$ cat src/rtl/disp_sched_pkg.sv
// rtl/disp_sched_pkg.sv - shared types and constants for the display channel scheduler
package disp_sched_pkg;

    localparam int NCH  = 8;
    localparam int CH_W = 3;

    typedef enum logic [1:0] {
        MANUAL = 2'd0,
        ROTATE = 2'd1,
        PIN    = 2'd2
    } sched_state_t;

    function automatic logic [NCH-1:0] ch_onehot(input logic [CH_W-1:0] ch);
        logic [NCH-1:0] v;
        v     = '0;
        v[ch] = 1'b1;
        return v;
    endfunction

endpackage

$ cat src/rtl/rr_pick8.sv
// rtl/rr_pick8.sv - round-robin picker: first set pending bit at or above rr_ptr, wrapping
module rr_pick8
    import disp_sched_pkg::*;
(
    input  logic [NCH-1:0]  pending,
    input  logic [CH_W-1:0] rr_ptr,
    output logic            found,
    output logic [CH_W-1:0] ch
);

    // scan downward in distance so the nearest set bit from rr_ptr is the last one written
    always_comb begin
        logic [CH_W-1:0] idx;
        found = 1'b0;
        ch    = '0;
        idx   = '0;
        for (int i = NCH - 1; i >= 0; i--) begin
            idx = rr_ptr + CH_W'(i);
            if (pending[idx]) begin
                found = 1'b1;
                ch    = idx;
            end
        end
    end

endmodule

$ cat src/rtl/disp_chan_scheduler.sv
// rtl/disp_chan_scheduler.sv - display channel sequencer: manual, auto-rotate and request-pinned modes
module disp_chan_scheduler
    import disp_sched_pkg::*;
#(
    parameter int DWELL_W  = 26,
    parameter int HOLD_CYC = 50000000
) (
    input  logic               clk,
    input  logic               rst,
    input  logic               auto_en,
    input  logic [CH_W-1:0]    man_sel,
    input  logic [DWELL_W-1:0] dwell_cyc,
    input  logic [NCH-1:0]     req,
    input  logic               cpu_wr,
    input  logic               freeze,
    output logic [CH_W-1:0]    Test,
    output logic               EN,
    output logic [NCH-1:0]     grant,
    output logic [NCH-1:0]     pending
);

    localparam int                HOLD_W    = (HOLD_CYC > 1) ? $clog2(HOLD_CYC) : 1;
    localparam logic [HOLD_W-1:0] HOLD_LAST = HOLD_W'(HOLD_CYC - 1);
    localparam logic [HOLD_W-1:0] HOLD_ONE  = HOLD_W'(1);
    localparam logic [DWELL_W:0]  DWELL_ONE = (DWELL_W + 1)'(1);

    sched_state_t       state_q;
    sched_state_t       state_d;
    logic [NCH-1:0]     req_d;
    logic [NCH-1:0]     req_edge;
    logic               cpu_wr_d;
    logic [DWELL_W-1:0] dwell_cnt;
    logic [DWELL_W-1:0] dwell_nx;
    logic [HOLD_W-1:0]  hold_cnt;
    logic [HOLD_W-1:0]  hold_nx;
    logic [CH_W-1:0]    rot_ptr;
    logic [CH_W-1:0]    rot_nx;
    logic [CH_W-1:0]    rr_ptr;
    logic [CH_W-1:0]    rr_nx;
    logic [CH_W-1:0]    test_nx;
    logic [NCH-1:0]     grant_nx;
    logic [NCH-1:0]     pend_clr;
    logic [NCH-1:0]     pin_mask;
    logic [NCH-1:0]     pick_pend;
    logic [CH_W-1:0]    pick_ptr;
    logic [CH_W-1:0]    pick_ch;
    logic               pick_found;
    logic               hold_done;
    logic               dwell_done;
    logic [DWELL_W:0]   dwell_lim;
    logic [DWELL_W:0]   dwell_inc;

    assign req_edge   = req & ~req_d;
    assign pin_mask   = ch_onehot(Test);
    assign hold_done  = (hold_cnt == HOLD_LAST);
    assign dwell_lim  = (dwell_cyc == '0) ? DWELL_ONE : {1'b0, dwell_cyc};
    assign dwell_inc  = {1'b0, dwell_cnt} + DWELL_ONE;
    assign dwell_done = (dwell_inc >= dwell_lim);

    // in PIN the next winner is searched past the channel being released, excluding it
    always_comb begin
        pick_pend = pending;
        pick_ptr  = rr_ptr;
        if (state_q == PIN) begin
            pick_pend = pending & ~pin_mask;
            pick_ptr  = Test + 3'd1;
        end
    end

    rr_pick8 u_pick (
        .pending (pick_pend),
        .rr_ptr  (pick_ptr),
        .found   (pick_found),
        .ch      (pick_ch)
    );

    // request edge capture; a new edge beats a clear of the same bit
    always_ff @(posedge clk or negedge rst) begin
        if (!rst) begin
            req_d   <= '0;
            pending <= '0;
        end else begin
            req_d   <= req;
            pending <= (pending & ~pend_clr) | req_edge;
        end
    end

    // latch strobe one cycle after a cpu_wr rising edge; edges seen while frozen are dropped
    always_ff @(posedge clk or negedge rst) begin
        if (!rst) begin
            cpu_wr_d <= 1'b0;
            EN       <= 1'b0;
        end else begin
            cpu_wr_d <= cpu_wr;
            EN       <= cpu_wr & ~cpu_wr_d & ~freeze;
        end
    end

    // mode state register
    always_ff @(posedge clk or negedge rst) begin
        if (!rst) begin
            state_q <= MANUAL;
        end else begin
            state_q <= state_d;
        end
    end

    // next mode; freeze holds everything
    always_comb begin
        state_d = state_q;
        if (!freeze) begin
            unique case (state_q)
                MANUAL: if (auto_en) state_d = ROTATE;
                ROTATE: begin
                    if (!auto_en)        state_d = MANUAL;
                    else if (|pending)   state_d = PIN;
                end
                PIN: begin
                    if (!auto_en)                    state_d = MANUAL;
                    else if (hold_done && !pick_found) state_d = ROTATE;
                end
                default: state_d = MANUAL;
            endcase
        end
    end

    // next channel select, grant, counters and pointers
    always_comb begin
        test_nx  = Test;
        grant_nx = grant;
        dwell_nx = dwell_cnt;
        hold_nx  = hold_cnt;
        rot_nx   = rot_ptr;
        rr_nx    = rr_ptr;
        pend_clr = '0;
        if (!freeze) begin
            unique case (state_q)
                MANUAL: begin
                    test_nx = man_sel;
                    if (auto_en) begin
                        rot_nx   = man_sel;
                        dwell_nx = '0;
                    end
                end
                ROTATE: begin
                    if (!auto_en) begin
                        test_nx  = man_sel;
                        grant_nx = '0;
                        pend_clr = '1;
                        hold_nx  = '0;
                    end else if (|pending) begin
                        test_nx  = pick_ch;
                        grant_nx = ch_onehot(pick_ch);
                        hold_nx  = '0;
                    end else begin
                        test_nx = rot_ptr;
                        if (dwell_done) begin
                            rot_nx   = rot_ptr + 3'd1;
                            dwell_nx = '0;
                        end else begin
                            dwell_nx = dwell_inc[DWELL_W-1:0];
                        end
                    end
                end
                PIN: begin
                    if (!auto_en) begin
                        test_nx  = man_sel;
                        grant_nx = '0;
                        pend_clr = '1;
                        hold_nx  = '0;
                    end else if (hold_done) begin
                        pend_clr = pin_mask;
                        rr_nx    = Test + 3'd1;
                        hold_nx  = '0;
                        if (pick_found) begin
                            test_nx  = pick_ch;
                            grant_nx = ch_onehot(pick_ch);
                        end else begin
                            test_nx  = rot_ptr;
                            grant_nx = '0;
                            dwell_nx = '0;
                        end
                    end else begin
                        hold_nx = hold_cnt + HOLD_ONE;
                    end
                end
                default: ;
            endcase
        end
    end

    // registered outputs and counters
    always_ff @(posedge clk or negedge rst) begin
        if (!rst) begin
            Test      <= '0;
            grant     <= '0;
            dwell_cnt <= '0;
            hold_cnt  <= '0;
            rot_ptr   <= '0;
            rr_ptr    <= '0;
        end else begin
            Test      <= test_nx;
            grant     <= grant_nx;
            dwell_cnt <= dwell_nx;
            hold_cnt  <= hold_nx;
            rot_ptr   <= rot_nx;
            rr_ptr    <= rr_nx;
        end
    end

endmodule

$ cat config.mk
export PLATFORM = sky130hd
export DESIGN_NAME = disp_chan_scheduler
export DESIGN_NICKNAME = d
export VERILOG_FILES = /design/src/rtl/disp_sched_pkg.sv /design/src/rtl/rr_pick8.sv /design/src/rtl/disp_chan_scheduler.sv
export SDC_FILE = /design/constraint.sdc
export NUM_CORES = 1
export LEC_CHECK = 0
export CAP_MARGIN = 20
export CORE_MARGIN = 3
export CORE_UTILIZATION = 50
export DETAILED_ROUTE_END_ITERATION = 16
export GPL_ROUTABILITY_DRIVEN = 0
export GPL_TIMING_DRIVEN = 0
export PLACE_DENSITY = 0.77
export SLEW_MARGIN = 20
export SYNTH_ARGS = -nofsm -noshare
export SYNTH_HDL_FRONTEND = slang
export SYNTH_HIERARCHICAL = 1
export SYNTH_SLANG_ARGS = --single-unit
$ cat constraint.sdc
create_clock -name clk -period 10.2 [get_ports clk]
set_input_delay 3.06 -clock clk [delete_from_list [all_inputs] [get_ports clk]]
set_output_delay 3.06 -clock clk [all_outputs]
set_load 0.03 [all_outputs]
==> results.sh <==
export IMPL_dr_total_vias=5654
export IMPL_grt_pass1_vias=5576
export IMPL_nets=861
export IMPL_status="completed"
export IMPL_insertion_delay_ps=350
export IMPL_drtPass1Iterations=5
export IMPL_clockBufferDepth=2
export IMPL_grt_max_degree=47
export IMPL_die_area_um2=14400
export IMPL_ctsHoldBuffers=0
export IMPL_synth_flop_cell="dfrtp_1"
export IMPL_yosys_warnings=6
export IMPL_period_share_pct=58.9
export IMPL_hpwl_um=12100
export IMPL_critPathMostFrequentCell="nand3_1"
export IMPL_ff2ff_path_depth=20
export IMPL_area_delta_synth_final_pct=17.5
export IMPL_setup_viol=0
export IMPL_cp_max_fo=10
export IMPL_worst_clock_skew_ps=11.1
export IMPL_hold_end="EN"
export IMPL_r2r_end="dwell_cnt[2]"
export IMPL_drtIter0Drc=367
export IMPL_ctsHtreeMaxLevel=3
export IMPL_post_cts_buffers=0
export IMPL_ctsResizeCount=0
export IMPL_start_util_pct=51.2
export IMPL_crit_path_start_kind="input pin"
export IMPL_multi_input_area_um2=3930
export IMPL_netlist_area_um2=6490
export IMPL_grt_first_pass_wirelength_um=26300
export IMPL_tritoncts="built"
export IMPL_drtAntennaViolNets=0
export IMPL_critPathKind="in2reg"
export IMPL_synth_distinct_cells=70
export IMPL_reg2reg_slack_ps=4770
export IMPL_yosys_top_cells_count="89 x dfrtp_1, 57 x nand2_1, 53 x nor2_1, 48 x inv_1, 43 x o21ai_0"
export IMPL_grt_usage_pct=22.4
export IMPL_tightest_slew_ps=851
export IMPL_wl_per_cell_um=16.4
export IMPL_rsz0062_at_grt="false"
export IMPL_synth_top_cell_area_share_pct=34.3
export IMPL_core_area_um2=12700
export IMPL_path_cells="clkdlybuf4s50_1 > nor4_1 > nand3_1 > o21bai_1 > ha_1 > nand2b_1 > nand3_1 > a211oi_1 > o31a_1 > nor2_1 > clkbuf_1 > a31o_1"
export IMPL_fin_tns_setup_ps=0
export IMPL_clock_fmax_mhz=167
export IMPL_timing_hold_violations_final=0
export IMPL_cp_buffers_inverters=2
export IMPL_period_needed_ps=6000
export IMPL_crit_required_ps=10480
export IMPL_root_buffer="clkbuf_16"
export IMPL_holdCritStartpoint="cpu_wr_d"
export IMPL_max_cap_violations=0
export IMPL_synth_edf_count=0
export IMPL_p_leak_nw=3.38
export IMPL_cts_sinks=89
export IMPL_grt_ovfl_total=0
export IMPL_register_area_um2=2230
export IMPL_port_buffers=61
export IMPL_drive_gt1_share_pct=9.39
export IMPL_yosysSeqAreaShare_pct=34.3
export IMPL_cpMaxStageDelayCell="nor4_1"
export IMPL_yosysTopAreaCell="dfrtp_1"
export IMPL_min_path_cells=1
export IMPL_synthCells=710
export IMPL_antenna_found_initial=0
export IMPL_avgSynthCellArea_um2=9.15
export IMPL_final_max_slew_viol_count=0
export IMPL_die_h_um=120
export IMPL_die_x_um=120
export IMPL_synthArstFlopShare_pct=100
export IMPL_vias_per_cell=5.89
export IMPL_worstHoldPathType="reg2reg"
export IMPL_relSlewSlack_pct=42.7
export IMPL_synth_area_top_cells="dfrtp_1 34%, ha_1 6.9%, mux2_2 3.8%"
export IMPL_final_fill_count=1098
export IMPL_wl_um=15700
export IMPL_p_total_mw=1.48
export IMPL_slowest_delay_ps=480
export IMPL_syn_num_nets=788
export IMPL_route_detailed_drc=0
export IMPL_ios=62
export IMPL_diodes=0
export IMPL_clkTransAtPathRegs_ps=70
export IMPL_irDropWorstVdd_v=0.000112
export IMPL_critical_path_arrival_ps=6280
export IMPL_powerDensity_nw_per_um2=193
export IMPL_rows=41
export IMPL_r2r_start="state_q[0]"
export IMPL_cts_buffers=9
export IMPL_crit_family="simple AND/OR/NAND/NOR gates"
export IMPL_synth_most_common_cell="dfrtp_1"
export IMPL_critPathCaptureType="flip-flop"
export IMPL_synth_seq_cells=89
[registers in the layout (all words and copies together), names as in the netlist]
name,cells
cpu_wr_d,1
rot_ptr,3
Test,3
dwell_cnt,26
hold_cnt,26
EN,1
grant,8
state_q,2
req_d,8
pending,8
rr_ptr,3
[metal layers]
metal,vias to the layer above,GRT usage [%],routed length [µm]
met1,2745,28.3,7050
met3,31,4.67,656
met2,152,38.2,7710
met5,-,0,0
met4,0,7.73,315
li1,2726,-,-
[worst max path at each step]
stage             startpoint            end  depth (start not counted)
2_1_floorplan   dwell_cyc[1]     rot_ptr[1]                         10
3_3_place_gp             rst   hold_cnt[13]                          1
3_5_place_dp   dwell_cyc[22]  dwell_cnt[16]                         12
4_1_cts        dwell_cyc[22]  dwell_cnt[24]                         12
5_1_grt        dwell_cyc[22]  dwell_cnt[16]                         12
6_report       dwell_cyc[22]  dwell_cnt[24]                         12
[where the power goes]
part | total, mW | switching (mW) | leakage (nW) | internal [mW]
Clock | 0.321 | 0.150 | 0.140 | 0.170
Sequential | 0.446 | 0.0517 | 1.15 | 0.394
Combinational | 0.710 | 0.423 | 2.08 | 0.287
[cells by family after synthesis]
group                      share of synthesized area [%]
xor gates and xnor gates                            6.20
DFF                                                 34.3
AOI/OAI and AO/OA                                   15.6
and+or+nand+nor                                     22.3
buffers and inverters                               5.13
adders and majority gates                           6.94
muxes                                               9.54
[layout by cell type (no fill, tap or decap), types with 7 or more instances in the layout]
master,count
dfrtp_1,89
clkdlybuf4s50_1,60
nand2_1,57
nor2_1,53
inv_1,48
o21ai_0,43
ha_1,36
nand3_1,34
a21oi_1,30
xnor2_1,25
mux2_2,22
xor2_1,21
nand4_1,19
and2_0,17
a31o_1,14
clkbuf_1,13
nor3_1,13
and3_1,12
nand2b_1,12
and4_1,9
nor4_1,9
mux2i_1,9
clkbuf_16,9
o21a_1,8
nor3b_1,7
a31oi_1,7
[area by class of cell]
type | count | area share [%]
multi-input cells | 546 | 51.5
well taps | 172 | 2.82
repair buffers | 62 | 8.33
clock buffers | 9 | 2.95
flip-flops and latches | 89 | 29.2
plain buffers | 27 | 2.00
inverters | 48 | 2.36
clock inverters | 7 | 0.803
[worst reg2reg max path: cells and delay by family (launching register included)]
kind	cells	cell delay, ps
AO/OA/AOI/OAI	4	950
adder cells (fa/ha/maj)	2	470
buffers and inverters	7	1700
flip-flops	1	410
multiplexers	1	480
AND/OR/NAND/NOR	6	1330
[metrics by stage]
stage	area (µm²)	utilization, %	std cells	hold slack [ps]	setup WS (ps)
finish	7630	60.2	960	389	4200
global route	7630	60.2	960	407	4090
CTS	7630	60.2	960	390	4230
detailed placement	7340	58.0	944	389	3870
global placement	7320	57.8	943	388	2870
floorplan	6490	-	710	382	5040
Power figures use the tool's default switching activity.
